File: config.mk
export PLATFORM = sky130hd
export DESIGN_NAME = l2_port_arbiter
export DESIGN_NICKNAME = d
export VERILOG_FILES = /design/src/rtl/l2_port_arbiter.sv
export SDC_FILE = /design/constraint.sdc
export NUM_CORES = 1
export LEC_CHECK = 0
export BUFFER_PORTS_ARGS = -buffer_cell sky130_fd_sc_hd__buf_2
export CAP_MARGIN = 25
export CORE_AREA = 3 3 361 363
export CTS_CLUSTER_DIAMETER = 50
export DETAILED_ROUTE_END_ITERATION = 8
export DIE_AREA = 0 0 364 366
export PLACE_DENSITY_LB_ADDON = 0.15
export RECOVER_POWER = 25
export SLEW_MARGIN = 5
export SYNTH_ARGS = -nofsm -noshare
export SYNTH_HDL_FRONTEND = slang
export SYNTH_SLANG_ARGS = --single-unit
File: constraint.sdc
create_clock -name clk_i -period 7.8 [get_ports clk_i]
set_clock_uncertainty 0.15 [all_clocks]
set_input_delay 0.78 -clock clk_i [delete_from_list [all_inputs] [get_ports clk_i]]
set_output_delay 0.78 -clock clk_i [all_outputs]
set_load 0.1 [all_outputs]
File: src/rtl/l2_port_arbiter.sv
// l2_port_arbiter
// Shares the single line-wide L2/memory request port between the D-cache
// (requester 0) and I-cache (requester 1) miss FSMs. Grants round-robin,
// holds the winning request in local registers for the whole transaction,
// steers the completion back to the owner only and counts grants per side.
module l2_port_arbiter #(
  parameter int ADDR_W = 32,
  parameter int LINE_W = 128,
  parameter int CNT_W  = 32
) (
  input  logic              clk_i,
  input  logic              rst_i,
  input  logic              req0_valid_i,
  input  logic              req0_rw_i,
  input  logic [ADDR_W-1:0] req0_addr_i,
  input  logic [LINE_W-1:0] req0_wdata_i,
  output logic              req0_ready_o,
  output logic [LINE_W-1:0] req0_rdata_o,
  input  logic              req1_valid_i,
  input  logic              req1_rw_i,
  input  logic [ADDR_W-1:0] req1_addr_i,
  input  logic [LINE_W-1:0] req1_wdata_i,
  output logic              req1_ready_o,
  output logic [LINE_W-1:0] req1_rdata_o,
  output logic              mem_valid_o,
  output logic              mem_rw_o,
  output logic [ADDR_W-1:0] mem_addr_o,
  output logic [LINE_W-1:0] mem_wdata_o,
  input  logic              mem_ready_i,
  input  logic [LINE_W-1:0] mem_rdata_i,
  output logic              owner_o,
  output logic              busy_o,
  output logic [CNT_W-1:0]  grant0_cnt_o,
  output logic [CNT_W-1:0]  grant1_cnt_o
);

  typedef enum logic {
    IDLE = 1'b0,
    BUSY = 1'b1
  } state_t;

  localparam logic [CNT_W-1:0] CNT_ONE = CNT_W'(1);

  state_t            state_q, state_d;
  logic              abort_q, abort_d;
  logic              owner_q;
  logic              last_grant_q;
  logic              grant_en;
  logic              grant_sel;
  logic              owner_valid;
  logic              done;
  logic              lat_rw_q;
  logic [ADDR_W-1:0] lat_addr_q;
  logic [LINE_W-1:0] lat_wdata_q;
  logic [CNT_W-1:0]  grant0_cnt;
  logic [CNT_W-1:0]  grant1_cnt;

  assign owner_valid = owner_q ? req1_valid_i : req0_valid_i;
  assign done        = (state_q == BUSY) && mem_ready_i;

  // Next-state, grant selection and abort tracking
  always_comb begin
    state_d   = state_q;
    abort_d   = abort_q;
    grant_en  = 1'b0;
    grant_sel = 1'b0;
    case (state_q)
      IDLE: begin
        abort_d = 1'b0;
        if (req0_valid_i && req1_valid_i) begin
          grant_en  = 1'b1;
          grant_sel = ~last_grant_q;
        end else if (req0_valid_i) begin
          grant_en  = 1'b1;
          grant_sel = 1'b0;
        end else if (req1_valid_i) begin
          grant_en  = 1'b1;
          grant_sel = 1'b1;
        end
        if (grant_en) state_d = BUSY;
      end
      BUSY: begin
        if (mem_ready_i) begin
          // Completion always returns to IDLE, giving the mandatory gap cycle
          state_d = IDLE;
          abort_d = 1'b0;
        end else if (!owner_valid) begin
          abort_d = 1'b1;
        end
      end
      default: state_d = IDLE;
    endcase
  end

  // FSM state register and abort flag
  always_ff @(posedge clk_i or posedge rst_i) begin
    if (rst_i) begin
      state_q <= IDLE;
      abort_q <= 1'b0;
    end else begin
      state_q <= state_d;
      abort_q <= abort_d;
    end
  end

  // Latch the winning request, record ownership and count grants
  always_ff @(posedge clk_i or posedge rst_i) begin
    if (rst_i) begin
      owner_q      <= 1'b0;
      last_grant_q <= 1'b1;
      lat_rw_q     <= 1'b0;
      lat_addr_q   <= '0;
      lat_wdata_q  <= '0;
      grant0_cnt   <= '0;
      grant1_cnt   <= '0;
    end else if (grant_en) begin
      owner_q      <= grant_sel;
      last_grant_q <= grant_sel;
      lat_rw_q     <= grant_sel ? req1_rw_i    : req0_rw_i;
      lat_addr_q   <= grant_sel ? req1_addr_i  : req0_addr_i;
      lat_wdata_q  <= grant_sel ? req1_wdata_i : req0_wdata_i;
      if (grant_sel) grant1_cnt <= grant1_cnt + CNT_ONE;
      else           grant0_cnt <= grant0_cnt + CNT_ONE;
    end
  end

  // Downstream port is driven purely from the latches while BUSY
  assign mem_valid_o  = (state_q == BUSY);
  assign mem_rw_o     = lat_rw_q;
  assign mem_addr_o   = lat_addr_q;
  assign mem_wdata_o  = lat_wdata_q;
  assign busy_o       = (state_q == BUSY);
  assign owner_o      = owner_q;
  assign grant0_cnt_o = grant0_cnt;
  assign grant1_cnt_o = grant1_cnt;

  // Completion reaches the owner only; an aborted owner's ready is swallowed
  assign req0_ready_o = done && !owner_q && !abort_q;
  assign req1_ready_o = done &&  owner_q && !abort_q;
  assign req0_rdata_o = (done && !owner_q) ? mem_rdata_i : '0;
  assign req1_rdata_o = (done &&  owner_q) ? mem_rdata_i : '0;

endmodule

* Yosys cells after proc, flatten, opt, wreduce, memory -nomap -nowiden
Cells that the tools add are included.
Operators by class: add/sub/neg operators 2, equality and inequality tests 1, mux-type cells 20, bitwise logic cells 3, reductions and logical operators 10
Operator list (count):
- two-way mux 128 bit | 3
- adder 32 x 1 -> 32 bit, second input constant | 2
- two-way mux 32 bit | 1
- two-way mux 1 bit | 14
- logical AND 1 bit | 6
- case mux 1 bit (2 select lines) | 2
- AND reduction 2 bit | 2
- inequality test 3 bit, second input constant | 1
- NOT 1 bit | 3
- logical NOT 1 bit | 2
Word-level totals: register bits after elaboration 229, input port bits 455, output and inout port bits 486, word-level logic and storage cells 45

* Depth between registers and ports, before layout
word-level depth 6, mapped depth 7, mapped depth without buffers 6

* Worst setup path after synthesis
Ideal clock, no wire load.
kind register to output, start point register state_q (netlist: busy_o), end point output port req0_ready_o, arrival time 3196 ps, data required time 6870 ps, path slack 3674 ps, cell stages (with the launch flop) 3, buffers on the path 0, cell sequence dfrtp_1 > nand2_1 > nor3_1
Between the ends: cells in the longest elaborated chain, start to end 3
Ends and longest elaborated chain:
- start, declared | RTL line 44 | state_t state_q, state_d;
- start signal, assigned | RTL line 101 | state_q <= state_d;
- logical AND 1 bit | RTL line 59 | assign done = (state_q == BUSY) && mem_ready_i;
- logical AND 1 bit (2 in a row) | RTL line 138 | assign req0_ready_o = done && !owner_q && !abort_q;
- end, declared | RTL line 17 | output logic req0_ready_o,
Every way passes these cells.

* Worst setup path after layout
start point input port req0_valid_i, end point register lat_addr_q[1] (netlist: mem_addr_o[1])
Between the ends: cells in the longest elaborated chain, start to end 4, elaborated cells between the ends (all ways) 9, those cells by class mux: 8; reduce/logical: 1
Ends and longest elaborated chain:
- start, declared | RTL line 13 | input logic req0_valid_i,
- two-way mux 1 bit / logical AND 1 bit (equally long branches) | RTL line 73, 70
- two-way mux 1 bit | RTL line 70 | if (req0_valid_i && req1_valid_i) begin
- two-way mux 1 bit | RTL line 67 | case (state_q)
- two-way mux 32 bit / two-way mux 1 bit (equally long branches) | RTL line 120, 67
- end signal, assigned | RTL line 120 | lat_addr_q <= grant_sel ? req1_addr_i : req0_addr_i;
- end, declared | RTL line 53 | logic [ADDR_W-1:0] lat_addr_q;
Parallel ways exist; a longest one is shown, timed or not. The select of a mux whose other input is x is not followed. A chain may end at the register's enable or synchronous reset.

==> run_results.csv <==
group,metric,value,unit
outcome,outcome,"finished, violations left",
outcome,violations,"max-capacitance violations, max-slew violations",
sta,worstMarginPinSlew,2722,ps
clock_network,cts_tree,"yes",
sta,slew_headroom,-0.8214,
synthesis,synth_seq_cells,229,
clock_network,clk_pin_slew_worst_paths,50,ps
sta,min_period_over_period,0.5484,
floorplan,dieArea,133200,sq um
floorplan,start_util,0.09124,
synthesis,synth_top_area_frac,0.4910,
clock_network,ctsHtreeMaxLevel,2,
clock_network,cts_setup_buffers,0,
clock_network,cts_buffers,53,
power,power.leakage,10.65,nW
clock_network,cts-root-buf,"clkbuf_16",
synthesis,synth_cell_types,40,
power,internal-power,3.940,mW
worst_setup_path,end_kind,"flip-flop",
placement,place_hpwl,61.32,mm
synthesis,yosysMostFrequentCell,"nand2_1",
floorplan,die_w,364,um
synthesis,synth_enable_flop_cells,0,
worst_setup_path,cp.arrival,4650,ps
power,ir_worst_vdd,0.2344,mV
global_routing,grt_antenna_before_repair,41,
power,pwr-share-clk,0.241,
finish,areaGrowthSynthToFinish,73.10,%
worst_setup_path,critPathRequiredTime,8170,ps
power,power.share.switching,0.5979,
synthesis,syn_area_per_cell,9.186,sq um
power,p_switching,5.858,mW
detailed_routing,viasPerCell,3.301,
detailed_routing,drt-initial-drc-count,598,
synthesis,synth_flop_cell,"dfrtp_1",
power,p_total,9.797,mW
sta,rsz0062_at_grt,"false",
clock_network,hold_buffers,1,
sta,whs,215.2,ps
sta,slew_violations,136,
clock_network,clockBufferDepth,3,
synthesis,synth_area_leader_cell,"dfrtp_1",
finish,layout.nets,2644,
global_routing,grt_pass1_vias,13330,
detailed_routing,drc,0,
synthesis,synth_common_cells,"nand2_1, and2_1, dfrtp_1, a22oi_1, clkbuf_1",
synthesis,netlist_instances,1265,
sta,max_freq,0.2338,GHz
floorplan,core_region_area,127400,sq um
sta,fin_setup_tns,0,ps
global_routing,grt_pass1_wl,103.5,mm
worst_hold_path,hold_path.class,"in2reg",
worst_setup_path,start_kind,"input port",
clock_network,clock_latency,600,ps
power,power_density,487.1,nW/um^2
floorplan,die_h,366,um
global_routing,grt.overflow.total,0,
finish,nFillCells,14680,
clock_network,ctsResizeCount,0,
worst_setup_path,path_max_fanout,85,
synthesis,ys_seq_area_frac,0.4933,
detailed_routing,ant_nets,0,
global_routing,grt_max_degree,145,
detailed_routing,vias,12880,
sta,min_period,4277,ps
power,seqPwrFrac,0.189,
sta,finalSetupViolCount,0,
power,combPwrFrac,0.570,
sta,hold_violations,0,
run,drv_cap,4,
worst_setup_path,path_class,"in2reg",
synthesis,syn-num-nets,1722,
synthesis,yosysWarnings,0,
synthesis,syn_area,11620,sq um
detailed_routing,routed_wirelength,75.87,mm
finish,layout-drive-gt1-share,0.4695,
detailed_routing,routedWlPerCell,19.44,um
placement,port_buffers,940,
floorplan,ios,941,
detailed_routing,firstDrtPassIters,4,
clock_network,cts_sinks,229,
floorplan,rows,131,
synthesis,synth_area_leaders,"dfrtp_1, and2_1, nand2_1, a22oi_1, xnor2_1",
global_routing,grt_use_total,0.1086,
synthesis,async_reset_ff_frac,1.000,
placement,gp_congestion,0.7927,
-- worst paths after layout --
check                                             start                      endpoint  slack (ps)  cells after the start
max                                        req0_valid_i     mem_addr_o[1]$_DFFE_PP0P_        3520                      7
min                                    req0_wdata_i[85]   mem_wdata_o[85]$_DFFE_PP0P_         220                      3
max reg2reg                            busy_o$_DFF_PP0_     mem_addr_o[1]$_DFFE_PP0P_        3630                      6
min reg2reg                grant1_cnt_o[31]$_DFFE_PP0P_  grant1_cnt_o[31]$_DFFE_PP0P_         320                      1
max in group asynchronous                         rst_i              busy_o$_DFF_PP0_        4320                      4
min in group asynchronous                         rst_i   mem_wdata_o[55]$_DFFE_PP0P_        1300                      3
-- area by class of cell --
cell class | count | area, sq um | area share
Inverter | 5 | 20.02 | 0.0009953
Timing Repair Buffer | 953 | 4887 | 0.2430
Antenna cell | 10 | 25.02 | 0.001244
Multi-Input combinational cell | 945 | 5494 | 0.2731
Clock buffer | 74 | 1538 | 0.07645
Sequential cell | 229 | 5732 | 0.2850
Clock inverter | 24 | 339.1 | 0.01686
Tap cell | 1662 | 2079 | 0.1034
-- worst max-delay path, cell delays in order --
cell,delay (ps)
clkbuf_1,450
nand2b_1,320
nor2_1,2070
buf_12,380
buf_4,400
nand2_1,100
nand2_1,80
-- state kept, by name, indices dropped and copies added, names as in the netlist --
signal / cells
abort_q: 1
busy_o: 1
grant0_cnt_o: 32
grant1_cnt_o: 32
last_grant_q: 1
mem_addr_o: 32
mem_rw_o: 1
mem_wdata_o: 128
owner_o: 1
-- layout by cell type (no fill, tap or decap), drive strengths merged, types with 2 or more instances in the layout --
cell type / Yosys / layout
clkinv: 0 / 14
and2: 257 / 257
a22oi: 134 / 134
inv: 5 / 4
nor4: 9 / 9
bufinv: 0 / 7
nor3: 11 / 11
xor2: 25 / 25
clkbuf: 71 / 78
and4: 9 / 9
clkinvlp: 0 / 4
diode: 0 / 10
nand2b: 2 / 2
nand3: 20 / 20
buf: 15 / 948
nor2: 14 / 14
o21ai: 27 / 27
mux2i: 28 / 28
xnor2: 37 / 37
dfrtp: 228 / 228
nand4: 18 / 18
and3: 10 / 10
nand2: 332 / 332
ha: 2 / 2
-- cells by family after synthesis --
kind of cell             synth area share
XOR/XNOR                          0.04673
buffers and inverters             0.03037
flip-flops                         0.4933
AND/OR/NAND/NOR                    0.3035
adder cells (fa/ha/maj)          0.002153
multiplexers                      0.02509
AO/OA/AOI/OAI                     0.09885
-- through the flow --
step | setup WS [ps] | std cells | util | instance area (sq um)
2_1_floorplan | 595.4 | 1265 | - | 11620
3_3_place_gp | 4161 | 3791 | 0.1432 | 18240
3_5_place_dp | 4179 | 3791 | 0.1432 | 18240
4_1_cts | 3610 | 3890 | 0.1580 | 20120
5_1_grt | 3131 | 3895 | 0.1578 | 20100
6_report | 3523 | 3902 | 0.1579 | 20110
-- power groups by stage --
stage / clock network, mW / registers (mW) / logic, mW
6_report: 2.36 / 1.85 / 5.58
5_1_grt: 2.51 / 1.91 / 5.80
4_1_cts: 2.46 / 1.86 / 5.65
3_5_place_dp: 0 / 1.86 / 5.65
3_3_place_gp: 0 / 1.87 / 5.67
2_1_floorplan: 0 / 4.60 / 1.73
-- layer usage --
metal	track usage	vias up	part of all wire
met3	0.04115	112	0.095
met5	0	-	0.00090
met2	0.1935	654	0.50
met1	0.1187	5986	0.38
met4	0.03158	10	0.025
li1	-	6117	-
Power figures use the tool's default switching activity.
